File: config.mk
export PLATFORM = sky130hd
export DESIGN_NAME = ps2_key_tracker
export DESIGN_NICKNAME = d
export VERILOG_FILES = /design/src/rtl/ps2_key_tracker.sv
export SDC_FILE = /design/constraint.sdc
export NUM_CORES = 1
export LEC_CHECK = 0
export ABC_AREA = 1
export CORE_MARGIN = 3
export CORE_UTILIZATION = 60
export CTS_CLUSTER_DIAMETER = 100
export DETAILED_ROUTE_END_ITERATION = 16
export MAX_ROUTING_LAYER = met4
export PLACE_DENSITY_LB_ADDON = 0.12
export RECOVER_POWER = 50
export SYNTH_ARGS = -nofsm -noshare
export SYNTH_HDL_FRONTEND = slang
export SYNTH_SLANG_ARGS = --single-unit
File: constraint.sdc
create_clock -name CLOCK_50 -period 2.8 [get_ports CLOCK_50]
set_input_delay 0.84 -clock CLOCK_50 [delete_from_list [all_inputs] [get_ports CLOCK_50]]
set_output_delay 0.84 -clock CLOCK_50 [all_outputs]
set_load 0.05 [all_outputs]
File: src/rtl/ps2_key_tracker.sv
// PS/2 Set-2 scan-code interpreter: prefix FSM with timeout, held-key bitmap for
// seven game keys, and a small press-event FIFO popped by the game FSM.
module ps2_key_tracker #(
    parameter int TIMEOUT_CYCLES = 1_000_000,
    parameter int FIFO_DEPTH     = 4
) (
    input  logic       CLOCK_50,
    input  logic       resetn,
    input  logic [7:0] ps2_key_data,
    input  logic       ps2_key_pressed,
    output logic [6:0] key_held,
    output logic       event_valid,
    output logic [2:0] event_key,
    input  logic       event_ack,
    output logic       event_overflow
);
    localparam int CW = $clog2(TIMEOUT_CYCLES + 1);
    localparam int AW = $clog2(FIFO_DEPTH);
    localparam logic [CW-1:0] CNT_LAST = CW'(TIMEOUT_CYCLES - 1);

    localparam logic [1:0] S_IDLE    = 2'd0;
    localparam logic [1:0] S_EXT     = 2'd1;
    localparam logic [1:0] S_BRK     = 2'd2;
    localparam logic [1:0] S_EXT_BRK = 2'd3;

    logic [1:0]    state_q, state_d;
    logic [CW-1:0] cnt_q, cnt_d;
    logic [6:0]    held_q, held_d;
    logic          is_ext, is_brk;
    logic          mapped;
    logic [2:0]    key_idx;
    logic          push;
    logic [2:0]    push_key;

    assign is_ext = (state_q == S_EXT) || (state_q == S_EXT_BRK);
    assign is_brk = (state_q == S_BRK) || (state_q == S_EXT_BRK);

    // Arrow keys only exist behind E0; the same codes without it are keypad keys.
    always_comb begin
        mapped  = 1'b0;
        key_idx = 3'd0;
        if (is_ext) begin
            case (ps2_key_data)
                8'h75: begin mapped = 1'b1; key_idx = 3'd0; end
                8'h72: begin mapped = 1'b1; key_idx = 3'd1; end
                8'h6B: begin mapped = 1'b1; key_idx = 3'd2; end
                8'h74: begin mapped = 1'b1; key_idx = 3'd3; end
                default: ;
            endcase
        end else begin
            case (ps2_key_data)
                8'h1A: begin mapped = 1'b1; key_idx = 3'd4; end
                8'h22: begin mapped = 1'b1; key_idx = 3'd5; end
                8'h5A: begin mapped = 1'b1; key_idx = 3'd6; end
                default: ;
            endcase
        end
    end

    always_comb begin
        state_d  = state_q;
        cnt_d    = cnt_q;
        held_d   = held_q;
        push     = 1'b0;
        push_key = key_idx;
        if (ps2_key_pressed) begin
            cnt_d = '0;
            case (ps2_key_data)
                8'hE0:   state_d = S_EXT;
                8'hF0:   state_d = is_ext ? S_EXT_BRK : S_BRK;
                8'hE1:   state_d = S_IDLE;
                default: begin
                    state_d = S_IDLE;
                    if (mapped) begin
                        if (is_brk) begin
                            held_d[key_idx] = 1'b0;
                        end else begin
                            held_d[key_idx] = 1'b1;
                            push            = !held_q[key_idx];
                        end
                    end
                end
            endcase
        end else if (state_q != S_IDLE) begin
            if (cnt_q == CNT_LAST) begin
                state_d = S_IDLE;
                cnt_d   = '0;
            end else begin
                cnt_d = cnt_q + CW'(1);
            end
        end
    end

    always_ff @(posedge CLOCK_50 or negedge resetn) begin
        if (!resetn) begin
            state_q <= S_IDLE;
            cnt_q   <= '0;
            held_q  <= '0;
        end else begin
            state_q <= state_d;
            cnt_q   <= cnt_d;
            held_q  <= held_d;
        end
    end

    logic [2:0]    mem_q [FIFO_DEPTH];
    logic [AW:0]   wptr_q, rptr_q, count;
    logic [2:0]    head_q, head_d;
    logic          ovf_q;
    logic          empty, full, pop, wr;
    logic [AW-1:0] rd_nxt;

    assign count  = wptr_q - rptr_q;
    assign empty  = (wptr_q == rptr_q);
    assign full   = (wptr_q[AW] != rptr_q[AW]) && (wptr_q[AW-1:0] == rptr_q[AW-1:0]);
    assign pop    = event_ack && !empty;
    assign wr     = push && (!full || pop);
    assign rd_nxt = rptr_q[AW-1:0] + AW'(1);

    // head_q mirrors mem[rptr] so event_key is a clean register output.
    always_comb begin
        head_d = head_q;
        if (pop) begin
            if (count > (AW+1)'(1))
                head_d = mem_q[rd_nxt];
            else if (wr)
                head_d = push_key;
        end else if (wr && empty) begin
            head_d = push_key;
        end
    end

    always_ff @(posedge CLOCK_50) begin
        if (wr)
            mem_q[wptr_q[AW-1:0]] <= push_key;
    end

    always_ff @(posedge CLOCK_50 or negedge resetn) begin
        if (!resetn) begin
            wptr_q <= '0;
            rptr_q <= '0;
            head_q <= '0;
            ovf_q  <= 1'b0;
        end else begin
            if (wr)
                wptr_q <= wptr_q + (AW+1)'(1);
            if (pop)
                rptr_q <= rptr_q + (AW+1)'(1);
            head_q <= head_d;
            if (push && full && !pop)
                ovf_q <= 1'b1;
        end
    end

    assign key_held       = held_q;
    assign event_valid    = !empty;
    assign event_key      = head_q;
    assign event_overflow = ovf_q;
endmodule

==> results.json <==
{
  "run_status": "finished, final reports clean",
  "antenna_cells": 0,
  "layout.area.seq_um2": 1340,
  "yosys.area.top_type": "dfrtp_1",
  "max_stage_delay_ns": 0.52,
  "power_density_nw_per_um2": 576,
  "die_y_um": 77.5,
  "port-buffer-count": 23,
  "critPathArrivalTime_ns": 2.65,
  "cts-root-buf": "clkbuf_8",
  "drc": 0,
  "cp_max_fo": 5,
  "start_util": 0.633,
  "routed_via_density": 5.22,
  "ys_seq_area_frac": 0.435,
  "timing.hold.ws_ns": 0.477,
  "dieWidth_um": 77.5,
  "clk-insertion-delay-late_ns": 0.30,
  "cts_setup_buffers": 0,
  "r2r.worst_path.cells": 10,
  "cp_cell_sequence": "clkdlybuf4s50_1, inv_1, nor2_1, nand2_1, inv_1, nand2_1, nand2_1, nand2_4, nand2_1, nand2_1, nand2_2, nand2_2, inv_2, nand3_2, nor2_1",
  "synthTopCellsByArea": "dfrtp_1 (32%), edfxtp_1 (12%), nand2_1 (12%)",
  "cts_tree": "done",
  "avgSynthCellArea_um2": 7.71,
  "yosysMostFrequentCell": "nand2_1",
  "postSynth.asyncResetShare": 0.765,
  "first_iter_violations": 185,
  "slew_viol_final": 0,
  "grt_pass1_vias": 2522,
  "drt_wl_total_um": 6150,
  "synthDistinctLibCells": 36,
  "ys_ff_latch": 51,
  "overflow": 0,
  "slew-limit-headroom": 0.350,
  "path_common_cell": "nand2_1",
  "core-area_um2": 4850,
  "holdBufCountCts": 0,
  "fmax_mhz": 376,
  "fillers": 395,
  "post_drt_wl_per_cell_um": 12.1,
  "netlist_area_um2": 3070,
  "via_count": 2648,
  "multi_input_area_um2": 1490,
  "final_layout_size_suffix_gt1_frac": 0.139,
  "cp.required_ns": 2.79,
  "ios": 24,
  "grt_first_pass_wirelength_um": 11000,
  "worst_setup_path_end_kind": "register",
  "finish.utilization": 0.734,
  "worstHoldPathCells": 2,
  "antenna_found_initial": 0,
  "final_nets": 461,
  "min_period_ns": 2.66,
  "clock-sinks": 51,
  "grt_setup_unrepaired": "true",
  "leakagePower_nw": 1.64,
  "cap_violations": 0,
  "ys_warn_count": 0,
  "htreeDepth": 2,
  "ys.flop_type": "dfrtp_1",
  "design_area_um2": 3560,
  "worst_path_max_delay_cell": "clkdlybuf4s50_1",
  "worstMarginPinSlew_ns": 0.975,
  "placed_cell_area_um2": 3480,
  "synth_edf_count": 12,
  "grt_max_degree": 40,
  "dieArea_um2": 6010,
  "dp_hpwl_um": 4880,
  "startpoint_type": "input pin",
  "netlist_instances": 398,
  "cts_buffers": 5,
  "ant_nets": 0,
  "finalPower_mw": 2.05,
  "ir_drop_v": 0.000318,
  "synth_common_cells": "nand2_1 (96), inv_1 (53), nor2_1 (48)",
  "hp-class": "reg2reg",
  "final_hold_viol_count": 0,
  "area_delta_synth_final_pct": 16.0,
  "synth_top_area_share": 0.318,
  "clk_path_buf_depth": 2,
  "syn_nets": 419,
  "dr.pass1.iters": 5,
  "fin_worst_skew_ns": 0.00580,
  "critPathKind": "in2reg",
  "setup-violations-final": 0,
  "finalCritPeriodShare": 0.951,
  "post_cts_resized": 0,
  "clkTransAtPathRegs_ns": 0.09,
  "grt_util_all_layers": 0.233,
  "globalplace.congestion": 0.921,
  "rows": 25
}
-- per-layer routing --
layer  global-route usage  vias up  wire length [um]
met5                    -        -                 0
met4               0.0730        0                99
met3               0.0325       10               183
met2                0.385       58              2870
met1                0.299     1210              3000
li1                     -     1370                 -
-- critical path: cells and delay by family --
family / cells / cell delay [ns]
AND/OR/NAND/NOR: 11 / 1.08
buffers and inverters: 4 / 0.74
-- where the power goes --
group          internal, mW  leakage (nW)  switching [mW]
Clock                 0.171        0.0440           0.235
Sequential            0.829         0.629          0.0814
Combinational         0.271         0.964           0.462
-- per-stage QoR --
step / cells / setup TNS, ns / setup WS, ns
floorplan: 398 / 0 / 0.446
global placement: 500 / -0.850 / -0.0777
detailed placement: 500 / -1.94 / -0.166
CTS: 507 / 0 / 0.155
global route: 507 / -0.497 / -0.0551
finish: 507 / 0 / 0.138
-- cell type report --
class                           instances  share of cell area
Multi-Input combinational cell        285               0.420
Tap cell                               67              0.0235
Clock buffer                            5              0.0193
Inverter                               57              0.0601
Timing Repair Buffer                   40              0.0984
Sequential cell                        51               0.375
Clock inverter                          2             0.00387
-- cell families after synthesis --
family	count (synthesis)	synth area share
buffers and inverters	62	0.0774
AND/OR/NAND/NOR	226	0.352
adder cells (fa/ha/maj)	9	0.0391
XOR/XNOR	8	0.0228
flip-flops	51	0.435
AO/OA/AOI/OAI	42	0.0734
-- worst paths after layout --
kind                                           from                  endpoint  slack [ns]
setup / recovery                    ps2_key_data[5]     mem_q[1][2]$_DFFE_PP_        0.14
max in group asynchronous                    resetn      cnt_q[8]$_DFFE_PN0P_        1.52
hold reg to reg            event_key[1]$_DFFE_PN0P_  event_key[1]$_DFFE_PN0P_        0.48
min in group asynchronous                    resetn                 async pin        0.68
setup reg to reg               cnt_q[0]$_DFFE_PN0P_     cnt_q[19]$_DFFE_PN0P_        0.69
hold / removal             event_key[1]$_DFFE_PN0P_  event_key[1]$_DFFE_PN0P_        0.48
-- placed cells by master (no fill, tap or decap), drive strengths merged --
| cell | synthesis | routed |
|---|---|---|
| nor2 | 58 | 58 |
| inv | 56 | 56 |
| clkdlybuf4s50 | 0 | 20 |
| dlygate4sd3 | 0 | 1 |
| xor2 | 5 | 5 |
| xnor2 | 3 | 3 |
| ha | 8 | 8 |
| or2 | 3 | 3 |
| o21ai | 21 | 21 |
| buf | 4 | 18 |
| o21bai | 1 | 1 |
| a31oi | 3 | 3 |
| a21oi | 14 | 14 |
| nand4 | 10 | 10 |
| dfrtp | 39 | 39 |
| o22ai | 2 | 2 |
| clkbuf | 1 | 6 |
| o21a | 1 | 1 |
| nor3 | 16 | 16 |
| clkinv | 1 | 3 |
| fa | 1 | 1 |
| nor4 | 2 | 2 |
| nand2 | 109 | 109 |
| edfxtp | 12 | 12 |
| nand3 | 28 | 28 |
No activity file was read; power rests on OpenSTA's default activity.
